File: config.mk
export PLATFORM = sky130hd
export DESIGN_NAME = alarm_scheduler
export DESIGN_NICKNAME = d
export VERILOG_FILES = /design/src/rtl/alarm_sched_pkg.sv /design/src/rtl/alarm_rr_arbiter.sv /design/src/rtl/alarm_scheduler.sv
export SDC_FILE = /design/constraint.sdc
export NUM_CORES = 1
export LEC_CHECK = 0
export ABC_CLOCK_PERIOD_IN_PS = 6900
export BUFFER_PORTS_ARGS = -buffer_cell sky130_fd_sc_hd__buf_2
export CAP_MARGIN = 30
export CORE_MARGIN = 2
export CORE_UTILIZATION = 56
export CTS_CLUSTER_DIAMETER = 100
export DETAILED_ROUTE_END_ITERATION = 10
export PLACE_DENSITY = 0.81
export SYNTH_ARGS = -nofsm -noshare
export SYNTH_HDL_FRONTEND = slang
export SYNTH_SLANG_ARGS = --single-unit
export TNS_END_PERCENT = 5
File: constraint.sdc
create_clock -name i_clk -period 6.9 [get_ports i_clk]
set_input_delay 1.38 -clock i_clk [delete_from_list [all_inputs] [get_ports i_clk]]
set_output_delay 1.38 -clock i_clk [all_outputs]
set_load 0.005 [all_outputs]
File: src/rtl/alarm_sched_pkg.sv
// Shared constants, channel state and delta clamp for alarm_scheduler.
package alarm_sched_pkg;

    localparam int COUNT_W = 32;
    localparam logic [COUNT_W-1:0] MAX_DELTA = 32'h7FFF_FFFF;

    typedef enum logic {
        IDLE,
        ARMED
    } ch_state_e;

    // Keep deltas inside the signed half-range so the expiry test stays wrap-safe.
    function automatic logic [COUNT_W-1:0] clamp_delta(input logic [COUNT_W-1:0] d);
        if (d == '0) begin
            return 32'd1;
        end
        if (d[COUNT_W-1]) begin
            return MAX_DELTA;
        end
        return d;
    endfunction

endpackage

File: src/rtl/alarm_rr_arbiter.sv
// Round-robin grant: combinational one-hot grant, registered pointer.
module alarm_rr_arbiter #(
    parameter int NUM_CH = 4,
    parameter int PW     = $clog2(NUM_CH)
) (
    input  logic              i_clk,
    input  logic              i_rstn,
    input  logic [NUM_CH-1:0] i_req,
    output logic [NUM_CH-1:0] o_grant,
    output logic [PW-1:0]     o_gnt_idx
);

    logic [PW-1:0] ptr_q, ptr_d;
    logic [PW-1:0] idx;
    logic          found;

    always_comb begin
        o_grant   = '0;
        o_gnt_idx = '0;
        idx       = '0;
        found     = 1'b0;
        for (int i = 0; i < NUM_CH; i++) begin
            idx = PW'((int'(ptr_q) + i) % NUM_CH);
            if (!found && i_req[idx]) begin
                found        = 1'b1;
                o_grant[idx] = 1'b1;
                o_gnt_idx    = idx;
            end
        end
    end

    always_comb begin
        ptr_d = ptr_q;
        if (found) begin
            ptr_d = (o_gnt_idx == PW'(NUM_CH - 1)) ? '0 : o_gnt_idx + 1'b1;
        end
    end

    always_ff @(posedge i_clk or negedge i_rstn) begin
        if (!i_rstn) begin
            ptr_q <= '0;
        end else begin
            ptr_q <= ptr_d;
        end
    end

endmodule

File: src/rtl/alarm_scheduler.sv
// Shares one 32-bit counter among NUM_CH alarm channels via a single deadline adder.
// Define ALARM_PERIODIC_EN for periodic (drift-free reload) alarms.
module alarm_scheduler
    import alarm_sched_pkg::*;
#(
    parameter int NUM_CH = 4
) (
    input  logic                      i_clk,
    input  logic                      i_rstn,
    input  logic                      i_run,
    output logic                      o_cnt_enable,
    input  logic [COUNT_W-1:0]        i_count,
    input  logic [NUM_CH-1:0]         i_arm_valid,
    input  logic [NUM_CH*COUNT_W-1:0] i_arm_delta,
`ifdef ALARM_PERIODIC_EN
    input  logic [NUM_CH-1:0]         i_arm_periodic,
`endif
    output logic [NUM_CH-1:0]         o_arm_ready,
    input  logic [NUM_CH-1:0]         i_disarm,
    output logic [NUM_CH-1:0]         o_fire,
    output logic [NUM_CH-1:0]         o_pending,
    input  logic [NUM_CH-1:0]         i_ack,
    output logic [NUM_CH-1:0]         o_armed
);

    localparam int PW = $clog2(NUM_CH);

    logic               run_q, run_d;
    logic [PW-1:0]      gnt_idx;
    logic [COUNT_W-1:0] arm_delta;
    logic [COUNT_W-1:0] arm_deadline;

    alarm_rr_arbiter #(
        .NUM_CH (NUM_CH),
        .PW     (PW)
    ) u_arb (
        .i_clk     (i_clk),
        .i_rstn    (i_rstn),
        .i_req     (i_arm_valid),
        .o_grant   (o_arm_ready),
        .o_gnt_idx (gnt_idx)
    );

    assign run_d        = i_run;
    assign o_cnt_enable = run_q;

    always_ff @(posedge i_clk or negedge i_rstn) begin
        if (!i_rstn) begin
            run_q <= 1'b0;
        end else begin
            run_q <= run_d;
        end
    end

    assign arm_delta    = clamp_delta(i_arm_delta[gnt_idx*COUNT_W +: COUNT_W]);
    assign arm_deadline = i_count + arm_delta;

    for (genvar n = 0; n < NUM_CH; n++) begin : g_ch
        ch_state_e          state_q, state_d;
        logic [COUNT_W-1:0] dl_q, dl_d;
        logic [COUNT_W-1:0] diff;
        logic               fire_q, fire_d;
        logic               pend_q, pend_d;
        logic               expire;
`ifdef ALARM_PERIODIC_EN
        logic               per_q, per_d;
        logic [COUNT_W-1:0] dlt_q, dlt_d;
`endif

        assign diff   = i_count - dl_q;
        assign expire = (state_q == ARMED) && !diff[COUNT_W-1];

        // Priority: disarm, then a new arm (drops the old deadline), then expiry.
        always_comb begin
            state_d = state_q;
            dl_d    = dl_q;
            fire_d  = 1'b0;
`ifdef ALARM_PERIODIC_EN
            per_d   = per_q;
            dlt_d   = dlt_q;
`endif
            if (i_disarm[n]) begin
                state_d = IDLE;
            end else if (o_arm_ready[n]) begin
                state_d = ARMED;
                dl_d    = arm_deadline;
`ifdef ALARM_PERIODIC_EN
                per_d   = i_arm_periodic[n];
                dlt_d   = arm_delta;
`endif
            end else if (expire) begin
                fire_d  = 1'b1;
`ifdef ALARM_PERIODIC_EN
                if (per_q) begin
                    dl_d = dl_q + dlt_q;
                end else begin
                    state_d = IDLE;
                end
`else
                state_d = IDLE;
`endif
            end
            pend_d = fire_d | (pend_q & ~i_ack[n]);
        end

        always_ff @(posedge i_clk or negedge i_rstn) begin
            if (!i_rstn) begin
                state_q <= IDLE;
                dl_q    <= '0;
                fire_q  <= 1'b0;
                pend_q  <= 1'b0;
`ifdef ALARM_PERIODIC_EN
                per_q   <= 1'b0;
                dlt_q   <= '0;
`endif
            end else begin
                state_q <= state_d;
                dl_q    <= dl_d;
                fire_q  <= fire_d;
                pend_q  <= pend_d;
`ifdef ALARM_PERIODIC_EN
                per_q   <= per_d;
                dlt_q   <= dlt_d;
`endif
            end
        end

        assign o_fire[n]    = fire_q;
        assign o_pending[n] = pend_q;
        assign o_armed[n]   = (state_q == ARMED);
    end

endmodule

==> qor.yml <==
synthesis.instances: 1468
worstMarginPinSlew_ns: 0.823
number_of_antenna_cells_inserted: 0
post-route-period-util_pct: 93.9
tritoncts: "done"
ys.flop_type: "dfrtp_1"
number_of_cells_after_detailed_placement: 1887
crit_path_class: "reg2reg"
finish.net_count: 1958
synth.yosys.warnings: 0
cts.repair_timing.setup_buffer_count: 0
cp-start-kind: "flop"
synth.lib_cells_used.distinct: 66
ctsHtreeMaxLevel: 4
grt_setup_unrepaired: "false"
worst_r2r_end: "g_ch[2].dl_q[23]"
route.vias.total: 11348
clock_sinks: 143
detail_route.first_pass.iterations: 6
grt_start_max_net_pins: 67
die_w_um: 152
die_h_um: 152
finalCoreUtilization_pct: 64.7
max-cap-violations: 0
gpl.final_weighted_congestion: 0.973
cts_resized: 0
post_layout_nonfiller_instances: 1918
synth-seq-cells: 143
post_route_cells_drive_above_1_share_pct: 16.9
design_area_final_um2: 14000
critPathMaxFanout: 62
timing.critical_path.to_type: "flop"
slew_headroom_pct: 45.0
leakage_component_of_the_power_nw: 7.07
viasPerCell: 5.92
coreArea_um2: 21600
avgSynthCellArea_um2: 8.34
grt_antenna_before_repair: 1
cp-endpoint: "g_ch[2].dl_q[23]"
dpl.hpwl_um: 27600
synthToLayoutAreaGrowth_pct: 14.4
drt_iter0_markers: 765
timing.fmax_mhz: 154
start_util_pct: 56.6
crit_arrival_ns: 6.84
setup_viol: 0
seq_area_frac_synth_pct: 29.2
placedInstanceArea_um2: 13400
status: "finished clean"
fin_worst_skew_ns: 0.0106
cts_root_buf: "clkbuf_16"
first_global_vias: 11214
timing.reg2reg.setup_slack_ns: 0.42
hold_slack_ns: 0.478
synth_edf_count: 0
timing.final.crit_period_ns: 6.48
startpoint: "u_arb.ptr_q[1]"
postRouteAntennaNets: 0
synthArstFlopShare_pct: 100
cts_buffers: 17
vdd_drop_max_uv: 443
hold_path.class: "reg2reg"
worst-endpoint-required_ns: 7.26
port_buffers: 191
design.portCount: 192
wire_length_of_the_first_global_routing_pass_um: 57500
cts-hold-fix-buffers: 0
post_drt_wl_per_cell_um: 18.6
global_route_usage_sum_pct: 31.1
grt_overflow_total: 0
std_cell_rows: 54
path_clk_slew_ns: 0.06
detail_route.wirelength_um: 35700
synth_nets: 1800
timing_max_transition_violations_final: 0
timing.reg2reg.worst_path_depth: 23
cts.path.max_buffers: 2
floorplan_die_area_um2: 23000
power.density_cell_area_nw_per_um2: 546
synthesis.area_um2: 12200
worst_skew_pair_later_pin_latency_ns: 0.43
final-hold-violation-count: 0
drc: 0
timing.rr.start: "u_arb.ptr_q[1]"
-- report_power, final --
| part | internal (W) | switching (W) |
|---|---|---|
| clock | 0.000598 | 0.000376 |
| sequential | 0.00124 | 0.000199 |
| combinational | 0.00199 | 0.00325 |
| total | 0.00382 | 0.00382 |
-- flip-flops by register name, summed over array words and instances, names as in the netlist --
name,cells
g_ch.state_q,4
g_ch.pend_q,4
g_ch.fire_q,4
g_ch.dl_q,128
u_arb.ptr_q,2
o_cnt_enable,1
-- routing by layer --
layer	GRT usage, %	vias up	part of all wire, %
li1	-	5498	-
met1	39.8	5348	42
met2	50.8	401	47
met3	5.90	99	6.0
met4	15.4	2	5.0
met5	0	-	0.036
-- critical path: stages, from the launching register on --
cell and delay [ns]:
dfrtp_1 0.51, inv_1 0.12, ha_1 0.47, mux4_2 0.63, nand2b_1 0.11, nand3_1 0.13
o21ai_4 0.19, buf_12 0.35, mux2i_1 0.25, mux2i_1 0.14, or4_1 0.54, nor4_1 0.45
a31o_1 0.21, ha_1 0.20, a21o_1 0.14, a21oi_1 0.09, o21bai_1 0.14, a21oi_1 0.16
o31ai_1 0.24, buf_4 0.17, a31o_2 0.21, a311oi_1 0.22, or4_1 0.57, nand3_1 0.11
-- layout by cell type (no fill, tap or decap), types with 11 or more instances in the layout --
cell type and instances:
a21o_1 60, a21oi_1 83, buf_2 190, buf_4 19, clkbuf_16 17, dfrtp_1 143
ha_1 156, inv_1 141, mux2_2 14, mux2i_1 74, nand2_1 189, nand2b_1 36
nand3_1 37, nand4_1 19, nor2_1 64, nor2b_1 13, o211ai_1 13, o21ai_0 158
o31ai_1 11, or4_1 15, xnor2_1 20
-- synth_stat cells (all sizes together), types with 4 or more instances --
| cell type | n | area [um^2] |
|---|---|---|
| a2111oi | 4 | 35.0 |
| a211oi | 4 | 30.0 |
| a21o | 60 | 450 |
| a21oi | 84 | 420 |
| a221oi | 6 | 52.6 |
| a311o | 6 | 60.1 |
| and2 | 4 | 25.0 |
| and3 | 9 | 56.3 |
| and4 | 4 | 35.0 |
| buf | 28 | 228 |
| clkbuf | 46 | 173 |
| dfrtp | 143 | 3580 |
| ha | 156 | 1950 |
| inv | 143 | 542 |
| mux2 | 14 | 158 |
| mux2i | 74 | 741 |
| nand2 | 190 | 716 |
| nand2b | 37 | 231 |
| nand3 | 37 | 185 |
| nand3b | 6 | 45.0 |
| nand4 | 19 | 119 |
| nor2 | 64 | 240 |
| nor2b | 13 | 81.3 |
| nor3 | 7 | 35.0 |
| nor3b | 8 | 60.1 |
| nor4 | 9 | 56.3 |
| o2111ai | 5 | 43.8 |
| o211ai | 13 | 97.6 |
| o21a | 9 | 67.6 |
| o21ai | 160 | 801 |
| o21bai | 5 | 37.5 |
| o311ai | 7 | 61.3 |
| o31ai | 11 | 82.6 |
| or2 | 7 | 43.8 |
| or4 | 15 | 113 |
| xnor2 | 20 | 175 |
| xor2 | 8 | 70.1 |
-- worst min-delay path by stage --
stage | cells after the start | from | endpoint | slack (ns)
after detailed placement | 2 | g_ch[1].dl_q[0] | g_ch[1].dl_q[0] | 0.47
after global routing | 2 | g_ch[3].dl_q[14] | g_ch[3].dl_q[14] | 0.50
after floorplan | 2 | g_ch[0].dl_q[0] | g_ch[0].dl_q[0] | 0.45
after CTS | 2 | g_ch[3].dl_q[18] | g_ch[3].dl_q[18] | 0.48
after global placement | 2 | g_ch[3].dl_q[9] | g_ch[3].dl_q[9] | 0.46
final | 2 | g_ch[2].dl_q[20] | g_ch[2].dl_q[20] | 0.48
-- cell families (layout without fill, tap and decap cells) --
kind of cell    after synthesis  count (layout)  share of synthesized area, %
fa+ha+maj                   157             157                          16.1
simple gates                432             432                          16.9
mux                          91              91                          7.89
compound gates              400             400                          20.1
buf+inv                     217             387                          7.70
flops                       143             143                          29.2
xor+xnor                     28              28                          2.00
-- layout make-up --
class,count,area (um^2)
multi-input cells,1108,7740
fillers,1848,7620
flip-flops and latches,143,3580
repair buffers,213,1160
inverters,143,542
clock buffers,20,467
well taps,280,350
clock inverters,11,156
-- per-stage QoR --
stage	setup slack, ns	power (W)	setup TNS (ns)
6_report	0.421	0.00765	0
5_1_grt	0.0247	0.00833	0
4_1_cts	0.382	0.00757	0
3_5_place_dp	-0.0222	0.00654	-0.0228
3_3_place_gp	0.160	0.00636	0
2_1_floorplan	0.375	0.00520	0
No activity file was read; power rests on OpenSTA's default activity.
